[src/rtl/ahblite_irq_ctrl.sv]
// AHB-Lite interrupt controller: pending/enable/mode registers feeding Cortex-M0 IRQ lines.
// Define IRQ_SYNC_EN to pass irq_src through a two-flop synchronizer (latency 3 instead of 1).
module ahblite_irq_ctrl #(
    parameter int unsigned NUM_IRQ = 4
) (
    input  logic               HCLK,
    input  logic               HRESETn,
    input  logic               HSEL,
    input  logic [31:0]        HADDR,
    input  logic [1:0]         HTRANS,
    input  logic [2:0]         HSIZE,
    input  logic [3:0]         HPROT,
    input  logic               HWRITE,
    input  logic [31:0]        HWDATA,
    input  logic               HREADY,
    output logic               HREADYOUT,
    output logic [31:0]        HRDATA,
    output logic               HRESP,
    input  logic [NUM_IRQ-1:0] irq_src,
    output logic [NUM_IRQ-1:0] irq_out
);
    localparam int unsigned AW = 2;
    localparam logic [AW-1:0] A_PEND   = 2'd0;
    localparam logic [AW-1:0] A_ENABLE = 2'd1;
    localparam logic [AW-1:0] A_MODE   = 2'd2;
    localparam logic [AW-1:0] A_RAW    = 2'd3;

    logic               wr_en_q, wr_en_d;
    logic               rd_en_q, rd_en_d;
    logic [AW-1:0]      addr_q, addr_d;
    logic [NUM_IRQ-1:0] pend_q, pend_d;
    logic [NUM_IRQ-1:0] enable_q, enable_d;
    logic [NUM_IRQ-1:0] mode_q, mode_d;
    logic [NUM_IRQ-1:0] prev_q;
    logic [NUM_IRQ-1:0] s_c;
    logic [NUM_IRQ-1:0] set_c;
    logic [NUM_IRQ-1:0] clr_c;
    logic               unused_c;

    assign HREADYOUT = 1'b1;
    assign HRESP     = 1'b0;
    assign unused_c  = ^{HSIZE, HPROT, HADDR[31:4], HADDR[1:0], HTRANS[0], HWDATA};

`ifdef IRQ_SYNC_EN
    logic [NUM_IRQ-1:0] sync1_q, sync2_q;

    // Two-flop synchronizer for asynchronous request lines
    always_ff @(posedge HCLK or negedge HRESETn) begin
        if (!HRESETn) begin
            sync1_q <= '0;
            sync2_q <= '0;
        end else begin
            sync1_q <= irq_src;
            sync2_q <= sync1_q;
        end
    end
    assign s_c = sync2_q;
`else
    assign s_c = irq_src;
`endif

    // Next-state: address-phase capture, register writes, pending set/clear
    always_comb begin
        wr_en_d  = 1'b0;
        rd_en_d  = 1'b0;
        addr_d   = addr_q;
        enable_d = enable_q;
        mode_d   = mode_q;
        clr_c    = '0;

        if (HSEL && HREADY && HTRANS[1]) begin
            wr_en_d = HWRITE;
            rd_en_d = !HWRITE;
            addr_d  = HADDR[3:2];
        end

        if (wr_en_q) begin
            case (addr_q)
                A_PEND:   clr_c    = HWDATA[NUM_IRQ-1:0];
                A_ENABLE: enable_d = HWDATA[NUM_IRQ-1:0];
                A_MODE:   mode_d   = HWDATA[NUM_IRQ-1:0];
                default:  ;
            endcase
        end

        // Level sources set every cycle they are high; edge sources only on 0->1
        set_c  = (mode_q & s_c) | (~mode_q & s_c & ~prev_q);
        pend_d = set_c | (pend_q & ~clr_c);
    end

    always_ff @(posedge HCLK or negedge HRESETn) begin
        if (!HRESETn) begin
            wr_en_q  <= 1'b0;
            rd_en_q  <= 1'b0;
            addr_q   <= '0;
            pend_q   <= '0;
            enable_q <= '0;
            mode_q   <= '0;
            prev_q   <= '0;
        end else begin
            wr_en_q  <= wr_en_d;
            rd_en_q  <= rd_en_d;
            addr_q   <= addr_d;
            pend_q   <= pend_d;
            enable_q <= enable_d;
            mode_q   <= mode_d;
            prev_q   <= s_c;
        end
    end

    // Read mux: data-phase read of the register selected in the address phase
    always_comb begin
        HRDATA = '0;
        if (rd_en_q) begin
            case (addr_q)
                A_PEND:   HRDATA = 32'(pend_q);
                A_ENABLE: HRDATA = 32'(enable_q);
                A_MODE:   HRDATA = 32'(mode_q);
                A_RAW:    HRDATA = 32'(s_c);
                default:  HRDATA = '0;
            endcase
        end
    end

    assign irq_out = pend_q & enable_q;

endmodule

[config.mk]
export PLATFORM = sky130hd
export DESIGN_NAME = ahblite_irq_ctrl
export DESIGN_NICKNAME = d
export VERILOG_FILES = /design/src/rtl/ahblite_irq_ctrl.sv
export SDC_FILE = /design/constraint.sdc
export NUM_CORES = 1
export LEC_CHECK = 0
export BUFFER_PORTS_ARGS = -buffer_cell sky130_fd_sc_hd__buf_2
export CAP_MARGIN = 30
export CORE_MARGIN = 1.5
export CORE_UTILIZATION = 25
export DETAILED_ROUTE_END_ITERATION = 12
export GPL_ROUTABILITY_DRIVEN = 1
export PLACE_DENSITY = 0.61
export SLEW_MARGIN = 15
export SYNTH_ARGS = -nofsm -noshare
export SYNTH_HDL_FRONTEND = slang
export SYNTH_SLANG_ARGS = --single-unit
[constraint.sdc]
create_clock -name HCLK -period 1.7 [get_ports HCLK]
set_input_delay 0.34 -clock HCLK [delete_from_list [all_inputs] [get_ports HCLK]]
set_output_delay 0.34 -clock HCLK [all_outputs]
set_load 0.05 [all_outputs]
==> metrics.log, run 1 <==
INFO  metric viasPerCell = 4.04
INFO  metric start_kind = register
INFO  metric placeableCoreArea = 4350 um^2
INFO  metric setup.reg_to_reg.worst_slack = 240 ps
INFO  metric num-nets-final = 209
INFO  metric clk_root_buf = sky130_fd_sc_hd__clkbuf_8
INFO  metric clk_transition_reported_paths = 80 ps
INFO  metric drt_first_iter_violations = 10
INFO  metric floorplan.die_area = 4920 um^2
INFO  metric reg2reg_capture_point = pend_q[0]
INFO  metric synth-main-ff-cell = sky130_fd_sc_hd__dfrtp_1
INFO  metric ctsHtreeMaxLevel = 1
INFO  metric clkLatencyLatePin = 260 ps
INFO  metric pin_count = 120
INFO  metric finalWirelength = 2000 um
INFO  metric ys_top_cells_by_area = sky130_fd_sc_hd__dfrtp_1 (44%), sky130_fd_sc_hd__buf_4 (21%), sky130_fd_sc_hd__mux2_2 (10%)
INFO  metric worst-path-max-fanout = 4
INFO  metric setup.worst_path.end = HRDATA[0]
INFO  metric rr_startpoint = addr_q[1]
INFO  metric max_freq = 607 MHz
INFO  metric track_usage = 0.0830
INFO  metric synth_enable_flop_cells = 0
INFO  metric synth_seq_cells = 20
INFO  metric floorplan.initialDensity = 0.259
INFO  metric post-synth-top-area-fraction = 0.444
INFO  metric numCtsBuffers = 3
INFO  metric setup_viol_count_final = 0
INFO  metric yosys.area.top_type = sky130_fd_sc_hd__dfrtp_1
INFO  metric cts_setup_buffers = 0
INFO  metric layout.cells.most_common = sky130_fd_sc_hd__conb_1
INFO  metric ant_nets = 0
INFO  metric synthArstFlopShare = 1.00
INFO  metric p_leak = 0.622 nW
INFO  metric syn2layout_area_growth = 18.3%
INFO  metric crit_required = 1360 ps
INFO  metric die_height = 70.1 um
INFO  metric antenna_cells_inserted = 0
INFO  metric synthCells = 100
INFO  metric crit_path_frequent_cell = sky130_fd_sc_hd__buf_6
INFO  metric first_pass_iters = 2
INFO  metric hold_path.class = input pin to asynchronous set/reset pin
INFO  metric grt_pass1_vias = 709
INFO  metric syn_area_per_cell = 11.3 um^2
INFO  metric clock_skew = 2.64 ps
INFO  metric place_congestion = 0.732
INFO  metric reg2reg_depth = 3
INFO  metric fin_worst_hold_slack = 21.0 ps
INFO  metric cp_cell_sequence = buf_6 -> mux2i_2 -> o22ai_2 -> buf_6
INFO  metric max-vdd-ir-drop = 542 uV
INFO  metric grt_residual_overflow = 0
INFO  metric setup-tns-final = 0 ps
INFO  metric sequential_share_of_the_synthesized_area = 0.444
INFO  metric startpoint = addr_q[1]
INFO  metric sinks_on_the_clock_net = 20
INFO  metric finalHoldViolations = 0
INFO  metric post-route-period-util = 0.969
INFO  metric port-buffer-count = 23
INFO  metric outcome = finished, final reports clean
INFO  metric die_x = 70.1 um
INFO  metric grt_pass1_wl = 3260 um
INFO  metric max_cap_violations = 0
INFO  metric maxSlewViolCount = 0
INFO  metric critical-path-slowest-cell = sky130_fd_sc_hd__dfrtp_1
INFO  metric clock_tree_from_tritoncts = done
INFO  metric routed_length_per_placed_instance = 11.2 um
INFO  metric power.density_cell_area = 1190 nW/um^2
INFO  metric netlist-cell-type-count = 16
INFO  metric finalWorstPathRequiredPeriod = 1650 ps
INFO  metric antenna_found_initial = 0
INFO  metric ys.warnings.count = 0
INFO  metric post_synth_instance_area = 1130 um^2
INFO  metric post_route_cells_drive_above_1_share = 0.381
INFO  metric row_count = 24
INFO  metric maximum_number_of_pins_on_one_net_before_global_route_repair = 21
INFO  metric post-route-drc-count = 0
INFO  metric leading_cell_types_in_the_layout_fill_and_taps_excluded = sky130_fd_sc_hd__conb_1 (30), sky130_fd_sc_hd__dfrtp_1 (20), sky130_fd_sc_hd__buf_2 (19)
INFO  metric worst_ep_arrival_time = 1310 ps
INFO  metric dp_hpwl = 1470 um
INFO  metric setup.worst_path.class = register to output port
INFO  metric maximum_number_of_buffers_from_clock_root_to_sink = 2
INFO  metric cp_slowest_stage_delay = 420 ps
INFO  metric vias = 719
INFO  metric critPathCaptureType = output port
==> registers in the layout, indices dropped and copies added, names as in the netlist <==
| signal | cells |
|---|---|
| prev_q | 4 |
| mode_q | 4 |
| addr_q | 2 |
| wr_en_q | 1 |
| pend_q | 4 |
| enable_q | 4 |
| rd_en_q | 1 |
==> critical path: cells and delay by family (launching register included) <==
family          cells  cell delay [ps]
buf+inv             2              330
mux                 1              150
compound gates      1              160
flops               1              420
==> routing by layer <==
metal  GRT usage  part of all wire  up-vias
met5           0                 0        -
met2       0.138              0.45       43
li1            -                 -      333
met4      0.0385             0.012        0
met3      0.0202             0.067        4
met1       0.101              0.47      339
==> final cells by class <==
| class | count | area (um^2) |
|---|---|---|
| Multi-Input combinational cell | 76 | 537 |
| Sequential cell | 20 | 500 |
| Inverter | 1 | 3.75 |
| Clock buffer | 4 | 55.1 |
| Fill cell | 443 | 3020 |
| Tap cell | 52 | 65.1 |
| Timing Repair Buffer | 25 | 171 |
==> cell usage after synthesis, types with 2 or more instances <==
cell type and instances:
sky130_fd_sc_hd__nand3b_1 2, sky130_fd_sc_hd__mux2i_1 8, sky130_fd_sc_hd__conb_1 2, sky130_fd_sc_hd__o22ai_1 4
sky130_fd_sc_hd__nor2b_1 4, sky130_fd_sc_hd__buf_4 31, sky130_fd_sc_hd__mux2_2 10, sky130_fd_sc_hd__and2_1 4
sky130_fd_sc_hd__nand2b_1 5, sky130_fd_sc_hd__dfrtp_1 20, sky130_fd_sc_hd__a221o_1 4, sky130_fd_sc_hd__nor2_1 2
==> metrics by stage <==
| step | util | total power [W] | std cells | instance area [um^2] | setup WS, ps |
|---|---|---|---|---|---|
| 2_1_floorplan | - | 0.00114 | 128 | 1260 | 190 |
| 3_3_place_gp | 0.283 | 0.00120 | 174 | 1230 | 164 |
| 3_5_place_dp | 0.283 | 0.00121 | 174 | 1230 | 167 |
| 4_1_cts | 0.299 | 0.00158 | 178 | 1300 | 1.20 |
| 5_1_grt | 0.306 | 0.00166 | 178 | 1330 | -3.04 |
| 6_report | 0.306 | 0.00159 | 178 | 1330 | 53.2 |
==> report_power, final <==
group	switching (W)	leakage (nW)	total [W]	internal [W]
Combinational	0.000397	0.367	0.000606	0.000209
Sequential	0.0000624	0.226	0.000619	0.000557
Clock	0.000159	0.0288	0.000365	0.000206
Total	0.000618	0.622	0.00159	0.000972
==> logic make-up after synthesis <==
| logic type | after synthesis | share of synthesized area |
|---|---|---|
| buffers and inverters | 32 | 0.210 |
| flip-flops | 20 | 0.444 |
| multiplexers | 18 | 0.171 |
| other | 2 | 0.00667 |
| AO/OA/AOI/OAI | 8 | 0.0578 |
| AND/OR/NAND/NOR | 20 | 0.110 |
==> worst min-delay path by stage <==
| stage | slack (ps) | cells past startpoint | to | start |
|---|---|---|---|---|
| after global placement | 320 | 1 | enable_q[3] | HRESETn |
| after detailed placement | 320 | 1 | enable_q[3] | HRESETn |
| after floorplan | 40 | 0 | addr_q[0] | HRESETn |
| after CTS | 40 | 1 | enable_q[3] | HRESETn |
| after global routing | 60 | 1 | enable_q[0] | HRESETn |
| final | 20 | 1 | addr_q[0] | HRESETn |
==> what timing repair did <==
item	CTS	global route
gates resized for setup	6	8
pin swaps	0	2
hold buffers	0	0
endpoints found under the setup margin	4	4
Power figures use the tool's default switching activity.
==> run 2, diff against run 1 <==
Settings changed: CORE_UTILIZATION 25 to 34, PLACE_DENSITY 0.61 to 0.79.
==> metrics.log, run 2 (synthesis results as in run 1) <==
INFO  metric placeableCoreArea = 3100 um^2 (was 4350 um^2)
INFO  metric post-route-drc-count = 0 (unchanged)
INFO  metric p_leak = 0.619 nW (was 0.622 nW)
INFO  metric max_freq = 583 MHz (was 607 MHz)
INFO  metric pin_count = 120 (unchanged)
INFO  metric track_usage = 0.117 (was 0.0830)
INFO  metric violated_checks = setup timing
INFO  metric rsz_0062_raised_after_global_routing = true
INFO  metric finalWirelength = 2020 um (was 2000 um)
INFO  metric maximum_number_of_pins_on_one_net_before_global_route_repair = 21 (unchanged)
INFO  metric critPathCaptureType = output port (unchanged)
INFO  metric layout.filler_cells = 314 (was 443)
INFO  metric row_count = 20 (was 24)
INFO  metric clk_root_buf = sky130_fd_sc_hd__clkbuf_4 (was sky130_fd_sc_hd__clkbuf_8)
INFO  metric post_route_cells_drive_above_1_share = 0.375 (was 0.381)
INFO  metric place_ws = 57.9 ps (was 167 ps)
INFO  metric clkLatencyLatePin = 300 ps (was 260 ps)
INFO  metric max_cap_violations = 0 (unchanged)
INFO  metric layout.cells.most_common = sky130_fd_sc_hd__conb_1 (unchanged)
INFO  metric worst_ep_arrival_time = 1370 ps (was 1310 ps)
INFO  metric stdcell_count = 172 (was 178)
INFO  metric die_x = 60.6 um (was 70.1 um)
INFO  metric grt_residual_overflow = 0 (unchanged)
INFO  metric syn2layout_area_growth = 15.8% (was 18.3%)
INFO  metric placed_cells = 164 (was 174)
INFO  metric antenna_cells_inserted = 0 (unchanged)
INFO  metric placed_area = 1190 um^2 (was 1230 um^2)
INFO  metric finalWorstPathRequiredPeriod = 1710 ps (was 1650 ps)
INFO  metric floorplan.die_area = 3670 um^2 (was 4920 um^2)
INFO  metric floorplan.initialDensity = 0.363 (was 0.259)
INFO  metric final_design_area_no_fill = 1300 um^2 (was 1330 um^2)
INFO  metric viasPerCell = 4.13 (was 4.04)
INFO  metric finalHoldViolations = 0 (unchanged)
INFO  metric reg2reg_depth = 3 (unchanged)
INFO  metric antenna_found_initial = 0 (unchanged)
INFO  metric port-buffer-count = 23 (unchanged)
INFO  metric setup_viol_count_final = 3 (was 0)
INFO  metric hold_path.class = input pin to register (was input pin to asynchronous set/reset pin)
INFO  metric clk_transition_reported_paths = 110 ps (was 80 ps)
INFO  metric numCtsBuffers = 3 (unchanged)
INFO  metric worst-path-max-fanout = 6 (was 4)
INFO  metric outcome = finished with violations (was finished, final reports clean)
INFO  metric ctsHtreeMaxLevel = 1 (unchanged)
INFO  metric num-nets-final = 211 (was 209)
INFO  metric die_height = 60.6 um (was 70.1 um)
INFO  metric start_kind = register (unchanged)
INFO  metric leading_cell_types_in_the_layout_fill_and_taps_excluded = sky130_fd_sc_hd__conb_1 (30), sky130_fd_sc_hd__dfrtp_1 (19), sky130_fd_sc_hd__buf_2 (19) (was sky130_fd_sc_hd__conb_1 (30), sky130_fd_sc_hd__dfrtp_1 (20), sky130_fd_sc_hd__buf_2 (19))
INFO  metric maximum_number_of_buffers_from_clock_root_to_sink = 2 (unchanged)
INFO  metric post-route-period-util = 1.01 (was 0.969)
INFO  metric grt_pass1_wl = 3060 um (was 3260 um)
INFO  metric clock_skew = 3.77 ps (was 2.64 ps)
INFO  metric first_pass_iters = 4 (was 2)
INFO  metric drt_first_iter_violations = 8 (was 10)
INFO  metric max-vdd-ir-drop = 581 uV (was 542 uV)
INFO  metric crit_required = 1360 ps (about the same)
INFO  metric setup.reg_to_reg.worst_slack = 210 ps (was 240 ps)
INFO  metric routed_length_per_placed_instance = 11.7 um (was 11.2 um)
INFO  metric ant_nets = 0 (unchanged)
INFO  metric clock_tree_from_tritoncts = done (unchanged)
INFO  metric number_of_cells_on_the_worst_hold_path = 1
INFO  metric vias = 710 (was 719)
INFO  metric setup_slack = -14.0 ps (was 53.2 ps)
INFO  metric power.density_cell_area = 1150 nW/um^2 (was 1190 nW/um^2)
INFO  metric dp_hpwl = 1480 um (was 1470 um)
INFO  metric setup.worst_path.class = register to output port (unchanged)
INFO  metric fin_worst_hold_slack = 169 ps (was 21.0 ps)
INFO  metric sinks_on_the_clock_net = 20 (unchanged)
INFO  metric maxSlewViolCount = 0 (unchanged)
INFO  metric place_congestion = 0.713 (was 0.732)
INFO  metric grt_pass1_vias = 667 (was 709)
## run 2: cell count changes in the layout (fill, tap and decap cells not counted), sizes merged
| cell | change |
|---|---|
| dlygate4sd3 | +1 |
| buf | +1 |
## run 2: worst max-delay path: stages, from the launching register on
cell	delay, ps
sky130_fd_sc_hd__dfrtp_2	440
sky130_fd_sc_hd__buf_4	170
sky130_fd_sc_hd__mux2i_1	120
sky130_fd_sc_hd__o22ai_2	160
sky130_fd_sc_hd__buf_6	180
## run 2: metal layers
| metal | wire (um) | vias up | track usage |
|---|---|---|---|
| met5 | 0 | - | 0 |
| met4 | 23 | 0 | 0.0497 |
| met3 | 156 | 2 | 0.0384 |
| met2 | 950 | 39 | 0.177 |
| met1 | 890 | 330 | 0.154 |
| li1 | - | 339 | - |
## run 2: worst paths after layout
path                              from     endpoint
setup reg to reg             addr_q[1]    pend_q[3]
min in group asynchronous      HRESETn      rd_en_q
hold reg to reg            enable_q[0]  enable_q[0]
setup / recovery             addr_q[1]    HRDATA[1]
max in group asynchronous      HRESETn    addr_q[1]
hold / removal              irq_src[1]    prev_q[1]
## run 2: area by class of cell
class | instances | area, um^2 | share of cell area
well taps | 44 | 55.1 | 0.0422
multi-input cells | 76 | 531 | 0.407
flip-flops and latches | 20 | 502 | 0.385
repair buffers | 27 | 176 | 0.135
clock buffers | 4 | 36.3 | 0.0278
inverters | 1 | 3.75 | 0.00288
## run 2: repair_timing
action / CTS / global route
buffers inserted: 3 / 0
endpoints found under the hold margin: 20 / 0
endpoints found under the setup margin: 4 / 4
gates resized for setup: 12 / 2
pin swaps: 1 / 1
hold buffers: 1 / 0
gates cloned: 0 / 0
## run 2: where the power goes
part | switching, W | internal, W | leakage, nW | total (W)
sequential | 0.0000596 | 0.000557 | 0.225 | 0.000617
clock | 0.000148 | 0.000131 | 0.0210 | 0.000278
combinational | 0.000400 | 0.000201 | 0.373 | 0.000601
## run 2: through the flow
step	power (W)	TNS, ps	util
after global placement	0.00117	0	0.385
after global routing	0.00157	-272	0.420
after floorplan	0.00114	0	-
after CTS	0.00150	-12.3	0.418
after detailed placement	0.00119	0	0.385
final	0.00150	-35.9	0.420
